===== config.mk =====
export PLATFORM = sky130hd
export DESIGN_NAME = s2mm_cmd_sched
export DESIGN_NICKNAME = d
export VERILOG_FILES = /design/src/rtl/s2mm_sched_pkg.sv /design/src/rtl/s2mm_cmd_pack.sv /design/src/rtl/s2mm_cmd_sched.sv
export SDC_FILE = /design/constraint.sdc
export NUM_CORES = 1
export LEC_CHECK = 0
export BUFFER_PORTS_ARGS = -buffer_cell sky130_fd_sc_hd__buf_2
export CORE_ASPECT_RATIO = 0.6
export CORE_MARGIN = 2
export CORE_UTILIZATION = 25
export CTS_BUF_LIST = sky130_fd_sc_hd__clkbuf_8 sky130_fd_sc_hd__clkbuf_16
export DETAILED_ROUTE_END_ITERATION = 12
export PLACE_DENSITY = 0.47
export SETUP_SLACK_MARGIN = 0.15
export SYNTH_ARGS = -nofsm -noshare
export SYNTH_HDL_FRONTEND = slang
export SYNTH_SLANG_ARGS = --single-unit

===== constraint.sdc =====
create_clock -name axis_st_clk -period 5.1 [get_ports axis_st_clk]
set_clock_uncertainty 0.1 [all_clocks]
set_input_delay 0.765 -clock axis_st_clk [delete_from_list [all_inputs] [get_ports axis_st_clk]]
set_output_delay 0.765 -clock axis_st_clk [all_outputs]
set_load 0.005 [all_outputs]

===== src/rtl/s2mm_sched_pkg.sv =====
// Shared types and field positions for the S2MM datamover command scheduler.
// Command word layout follows the datamover S2MM 72-bit command format.
package s2mm_sched_pkg;

  typedef enum logic [2:0] {
    ST_IDLE  = 3'd0,
    ST_ISSUE = 3'd1,
    ST_DRAIN = 3'd2,
    ST_DONE  = 3'd3,
    ST_ERROR = 3'd4
  } state_t;

  localparam int CMD_W        = 72;
  localparam int CMD_BTT_LSB  = 0;
  localparam int CMD_BTT_W    = 23;
  localparam int CMD_TYPE_BIT = 23;
  localparam int CMD_DSA_LSB  = 24;
  localparam int CMD_DSA_W    = 6;
  localparam int CMD_EOF_BIT  = 30;
  localparam int CMD_DRR_BIT  = 31;
  localparam int CMD_ADDR_LSB = 32;
  localparam int CMD_TAG_LSB  = 64;
  localparam int CMD_TAG_W    = 4;
  localparam int CMD_RSVD_LSB = 68;

  localparam int STS_OKAY_BIT   = 7;
  localparam int STS_SLVERR_BIT = 6;
  localparam int STS_DECERR_BIT = 5;
  localparam int STS_INTERR_BIT = 4;

  localparam logic CMD_TYPE_INCR = 1'b1;

endpackage


===== src/rtl/s2mm_cmd_pack.sv =====
// Combinational packer for one datamover S2MM command word.
module s2mm_cmd_pack
  import s2mm_sched_pkg::*;
(
  input  logic [CMD_BTT_W-1:0] btt,
  input  logic [31:0]          addr,
  input  logic [CMD_TAG_W-1:0] tag,
  output logic [CMD_W-1:0]     cmd
);

  always_comb begin
    cmd = '0;
    cmd[CMD_BTT_LSB +: CMD_BTT_W]             = btt;
    cmd[CMD_TYPE_BIT]                         = CMD_TYPE_INCR;
    cmd[CMD_DSA_LSB +: CMD_DSA_W]             = '0;
    cmd[CMD_EOF_BIT]                          = 1'b1;
    cmd[CMD_DRR_BIT]                          = 1'b0;
    cmd[CMD_ADDR_LSB +: 32]                   = addr;
    cmd[CMD_TAG_LSB +: CMD_TAG_W]             = tag;
    cmd[CMD_RSVD_LSB +: CMD_W - CMD_RSVD_LSB] = '0;
  end

endmodule


===== src/rtl/s2mm_cmd_sched.sv =====
// Splits a capture ring into datamover S2MM commands, throttled by outstanding status.
//   state | meaning
//   IDLE  | waiting for start
//   ISSUE | presenting commands while credit allows
//   DRAIN | no new commands, waiting for all status
//   DONE  | one-cycle completion pulse
//   ERROR | failing status seen, held until clear
module s2mm_cmd_sched
  import s2mm_sched_pkg::*;
#(
  parameter int CHUNK_BYTES     = 4096,
  parameter int MAX_OUTSTANDING = 4
) (
  input  logic              axis_st_clk,
  input  logic              axis_st_rstb,
  input  logic              start,
  input  logic              stop,
  input  logic              clear,
  input  logic              continuous,
  input  logic [31:0]       base_addr,
  input  logic [31:0]       cap_size,
  output logic [CMD_W-1:0]  m_axis_cmd_tdata,
  output logic              m_axis_cmd_tvalid,
  input  logic              m_axis_cmd_tready,
  input  logic [7:0]        s_axis_sts_tdata,
  input  logic              s_axis_sts_tvalid,
  output logic              s_axis_sts_tready,
  output logic              busy,
  output logic              done,
  output logic              err,
  output logic [7:0]        err_status,
  output logic [15:0]       pass_count,
  output logic [3:0]        outstanding
);

  localparam logic [31:0] CHUNK   = 32'(CHUNK_BYTES);
  localparam logic [3:0]  MAX_OUT = 4'(MAX_OUTSTANDING);

  state_t state, state_nx;
  logic [31:0] base_q, size_q, addr_q, rem_q;
  logic [3:0]  tag_q;
  logic        held_q, stop_pend_q, err_seen_q;
  logic [CMD_BTT_W-1:0] btt;
  logic [CMD_W-1:0]     cmd_word;
  logic last_chunk, cmd_hs, sts_beat, sts_fail, start_ok, stop_any, fail_any, wrap;

  assign btt        = (rem_q > CHUNK) ? CHUNK[CMD_BTT_W-1:0] : rem_q[CMD_BTT_W-1:0];
  assign last_chunk = (rem_q <= CHUNK);
  assign cmd_hs     = m_axis_cmd_tvalid && m_axis_cmd_tready;
  assign sts_beat   = s_axis_sts_tvalid;
  assign sts_fail   = sts_beat && (!s_axis_sts_tdata[STS_OKAY_BIT] || s_axis_sts_tdata[STS_SLVERR_BIT]
                                   || s_axis_sts_tdata[STS_DECERR_BIT] || s_axis_sts_tdata[STS_INTERR_BIT]);
  assign start_ok   = start && (cap_size != 32'd0);
  assign stop_any   = stop_pend_q || stop;
  assign fail_any   = err_seen_q || sts_fail;
  assign wrap       = continuous && !stop_any;

  assign s_axis_sts_tready = 1'b1;

  s2mm_cmd_pack u_pack (
    .btt  (btt),
    .addr (addr_q),
    .tag  (tag_q),
    .cmd  (cmd_word)
  );

  assign m_axis_cmd_tdata = m_axis_cmd_tvalid ? cmd_word : '0;

  always_ff @(posedge axis_st_clk or negedge axis_st_rstb) begin
    if (!axis_st_rstb) state <= ST_IDLE;
    else               state <= state_nx;
  end

  // A presented command (tvalid high, tready low) must complete before any exit from ISSUE.
  always_comb begin
    state_nx = state;
    if (clear) begin
      state_nx = ST_IDLE;
    end else begin
      unique case (state)
        ST_IDLE:  if (start_ok) state_nx = ST_ISSUE;
        ST_ISSUE: begin
          if (cmd_hs) begin
            if (fail_any)                               state_nx = ST_ERROR;
            else if ((last_chunk && !wrap) || stop_any) state_nx = ST_DRAIN;
          end else if (!m_axis_cmd_tvalid) begin
            if (fail_any)      state_nx = ST_ERROR;
            else if (stop_any) state_nx = ST_DRAIN;
          end
        end
        ST_DRAIN: begin
          if (sts_fail)                  state_nx = ST_ERROR;
          else if (outstanding == 4'd0)  state_nx = ST_DONE;
        end
        ST_DONE:  state_nx = ST_IDLE;
        ST_ERROR: state_nx = ST_ERROR;
        default:  state_nx = ST_IDLE;
      endcase
    end
  end

  always_comb begin
    busy = (state != ST_IDLE);
    done = (state == ST_DONE);
    err  = (state == ST_ERROR);
    m_axis_cmd_tvalid = (state == ST_ISSUE) &&
                        (held_q || ((outstanding < MAX_OUT) && !stop_pend_q && !err_seen_q));
  end

  always_ff @(posedge axis_st_clk or negedge axis_st_rstb) begin
    if (!axis_st_rstb) begin
      base_q      <= '0;
      size_q      <= '0;
      addr_q      <= '0;
      rem_q       <= '0;
      tag_q       <= '0;
      held_q      <= 1'b0;
      stop_pend_q <= 1'b0;
      err_seen_q  <= 1'b0;
      err_status  <= '0;
      pass_count  <= '0;
      outstanding <= '0;
    end else if (clear) begin
      tag_q       <= '0;
      held_q      <= 1'b0;
      stop_pend_q <= 1'b0;
      err_seen_q  <= 1'b0;
      err_status  <= '0;
      pass_count  <= '0;
      outstanding <= '0;
    end else begin
      held_q <= m_axis_cmd_tvalid && !m_axis_cmd_tready;

      unique case ({cmd_hs, sts_beat})
        2'b10:   outstanding <= outstanding + 4'd1;
        2'b01:   if (outstanding != 4'd0) outstanding <= outstanding - 4'd1;
        default: outstanding <= outstanding;
      endcase

      if (state == ST_IDLE && start_ok) begin
        base_q      <= base_addr;
        size_q      <= cap_size;
        addr_q      <= base_addr;
        rem_q       <= cap_size;
        tag_q       <= '0;
        stop_pend_q <= 1'b0;
      end

      if (state == ST_ISSUE && stop) stop_pend_q <= 1'b1;

      if (cmd_hs) begin
        tag_q <= tag_q + 4'd1;
        if (last_chunk) begin
          pass_count <= pass_count + 16'd1;
          if (wrap) begin
            addr_q <= base_q;
            rem_q  <= size_q;
          end else begin
            addr_q <= addr_q + {9'd0, btt};
            rem_q  <= rem_q - {9'd0, btt};
          end
        end else begin
          addr_q <= addr_q + {9'd0, btt};
          rem_q  <= rem_q - {9'd0, btt};
        end
      end

      if (sts_fail && !err_seen_q && (state == ST_ISSUE || state == ST_DRAIN)) begin
        err_seen_q <= 1'b1;
        err_status <= s_axis_sts_tdata;
      end
    end
  end

endmodule


==> results.py <==
metrics = {
    "clock_tree": {
        "path_clk_slew_ps": 80,
        "cts_buffer_depth": 2,
        "cts-root-buf": "clkbuf_16",
        "clk_latency_ps": 460,
        "cts_tree": "done",
        "post_cts_buffers": 0,
        "cts_buffers": 17,
        "cts_max_level": 4,
        "cts.sinks": 166,
    },
    "place": {
        "dp_hpwl_um": 27900,
        "io_buffer_count": 162,
        "post-place-cells": 1996,
        "dp_slack_ps": 200,
        "routabilityCongestion": 0.860,
    },
    "synthesis": {
        "synth_commonest_cells": "279 x nand2_1, 166 x dfrtp_1, 139 x nor2_1",
        "yosysWarnings": 0,
        "synthXorXnorAreaFrac": 0.0350,
        "syn_inst": 1309,
        "synth_top_family_by_area": "simple AND/OR/NAND/NOR gates",
        "yosys.area_share.simple": 0.270,
        "synth_async_sr_flop_share": 1.00,
        "synth.most_common_cell": "nand2_1",
        "synth_compound_area_frac": 0.204,
        "yosysTopAreaCellShare": 0.395,
        "synth.area.top_cells": "dfrtp_1 40%, nand2_1 10%, nor2_1 5.0%",
        "synthMuxAreaShare": 0.0136,
        "synthAdderAreaFrac": 0.0248,
        "synth_top_area_cell": "dfrtp_1",
        "synth_edf_count": 0,
        "ys_types": 91,
        "ys_seq_area_frac": 0.395,
        "ys_ff_latch": 166,
        "avgSynthCellArea_um2": 8.03,
        "synthFlopType": "dfrtp_1",
        "synthesis.area_mm2": 0.0105,
    },
    "timing": {
        "fin_crit_sh": 0.927,
        "rsz0062_at_grt": "no",
        "timing.final.ws_setup_ps": 372,
        "setup-violations-final": 0,
        "clock.fmax_ghz": 0.212,
        "slew_headroom": 0.364,
        "slew_violations": 0,
        "tightest_slew_ps": 954,
        "final-hold-violation-count": 0,
        "fin_crit_ps": 4730,
        "tns_ps": 0,
    },
    "min_path": {
        "hold_path.class": "in -> async",
    },
    "global_route": {
        "grt_antenna_before_repair": 2,
        "overflow": 0,
        "grt_max_degree": 95,
        "grt_pass1_vias": 9692,
        "grt_pass1_wl_um": 60100,
        "grtUsageTotal": 0.181,
    },
    "power": {
        "switching_share": 0.437,
        "power_frac_comb": 0.404,
        "intPower_uw": 3530,
        "power_uw": 6280,
        "p_leak_uw": 0.00578,
        "vdd_drop_max_v": 0.000202,
        "p_switching_uw": 2740,
        "pwr-share-seq": 0.380,
        "clockPowerShare": 0.215,
        "power_density_mw_per_mm2": 501,
    },
    "routing": {
        "drc": 0,
        "wirelength_um": 39200,
        "wl_per_cell_um": 19.3,
        "ant_nets": 0,
        "vias_per_cell": 5.04,
        "drt_pass1_iterations": 5,
        "drt_iter0_markers": 955,
        "vias": 10200,
    },
    "final_layout": {
        "layout-drive-gt1-share": 0.179,
        "nets": 1543,
        "area_growth_pct": 19.4,
        "fill_cells": 4533,
        "utilization": 0.301,
        "final_cells": 2030,
    },
    "critical_path": {
        "crit_required_ps": 5350,
        "criticalPathCategory": "reg -> reg",
        "arrival_ps": 4980,
        "cp_max_fo": 22,
        "cp-end-kind": "flip-flop",
        "cp-start-kind": "flip-flop",
    },
    "floorplanning": {
        "dieArea_mm2": 0.0437,
        "num_rows": 58,
        "die_x_um": 269,
        "core_mm2": 0.0417,
        "chipHeight_um": 163,
        "initial_core_util": 0.252,
        "ioPinCount": 185,
    },
    "flow_run": {
        "maxCapViolCount": 0,
    },
    "run_status": {
        "status": "finished clean",
    },
}
-- per-layer routing --
layer  global-route usage  vias to the layer above  wire, um
met4               0.0434                        0       620
met3               0.0420                       39      2510
met1                0.271                     5023     19600
met2                0.260                      339     16500
li1                     -                     4834         -
met5                    0                        -         0
-- power by group through the flow --
stage / Combinational, uW / Clock [uW] / Sequential, uW
finish: 2540 / 1350 / 2390
global route: 2860 / 1450 / 2480
CTS: 2530 / 1400 / 2380
detailed placement: 2520 / 0 / 2400
global placement: 2490 / 0 / 2380
floorplan: 1800 / 0 / 2170
-- sequential cells by signal, indices dropped and copies added, names as in the netlist, named ones only --
| name | cells |
|---|---|
| outstanding | 4 |
| size_q | 32 |
| err_seen_q | 1 |
| addr_q | 32 |
| pass_count | 16 |
| tag_q | 4 |
| rem_q | 31 |
| state | 3 |
| held_q | 1 |
| base_q | 32 |
| stop_pend_q | 1 |
| err_status | 8 |
-- worst max-delay path: stages (launching register included) --
cell	delay, ps
dfrtp_1	510
or4_4	610
o31a_1	410
nor3_4	150
buf_4	270
and2_1	160
ha_1	170
a21oi_1	130
or3b_2	470
mux2i_2	330
o31ai_4	120
a2111oi_1	560
or2_4	270
a41oi_1	120
o211a_1	240
-- through the flow --
| step | hold slack (ps) | area, um2 |
|---|---|---|
| after floorplan | 337 | 10600 |
| after global routing | 268 | 12500 |
| after detailed placement | 358 | 11900 |
| final | 222 | 12500 |
| after CTS | 251 | 12500 |
| after global placement | 354 | 11900 |
-- cell families after synthesis --
logic type / Yosys count
AOI/OAI and AO/OA: 318
xor gates and xnor gates: 42
adders and majority gates: 20
buffers and inverters: 131
DFF: 166
muxes: 14
other: 2
and+or+nand+nor: 616
-- final timing paths --
kind	end	slack [ps]	cells after the start	start
hold / removal	addr_q[12]	220	1	axis_st_rstb
min in group axis_st_clk	size_q[24]	370	2	size_q[24]
setup reg to reg	addr_q[31]	370	14	rem_q[5]
max in group asynchronous	state[0]	3620	2	axis_st_rstb
setup / recovery	addr_q[31]	370	14	rem_q[5]
hold reg to reg	size_q[24]	370	2	size_q[24]
-- layout by cell type (no fill, tap or decap), types with 27 or more instances in the layout --
| cell | instances |
|---|---|
| conb_1 | 27 |
| nand3_1 | 27 |
| a21oi_1 | 81 |
| nor2_1 | 136 |
| nand2_1 | 279 |
| buf_2 | 161 |
| buf_4 | 35 |
| o21ai_0 | 66 |
| dfrtp_1 | 166 |
| and2_1 | 43 |
-- area by class of cell --
class                      count  area (um2)  share of cell area
tap                          570         713              0.0569
inverter                      25        93.8             0.00748
sequential                   166        4150               0.331
multi-input combinational   1037        5890               0.470
clock inverter                15         163              0.0130
antenna                        2        5.00            0.000399
timing repair buffer         198        1100              0.0877
clock buffer                  17         425              0.0339
-- timing repair --
item | CTS | global route
gates resized for setup | 0 | 4
setup endpoints to repair | 0 | 11
hold buffers | 0 | 0
No activity file was read; power rests on OpenSTA's default activity.
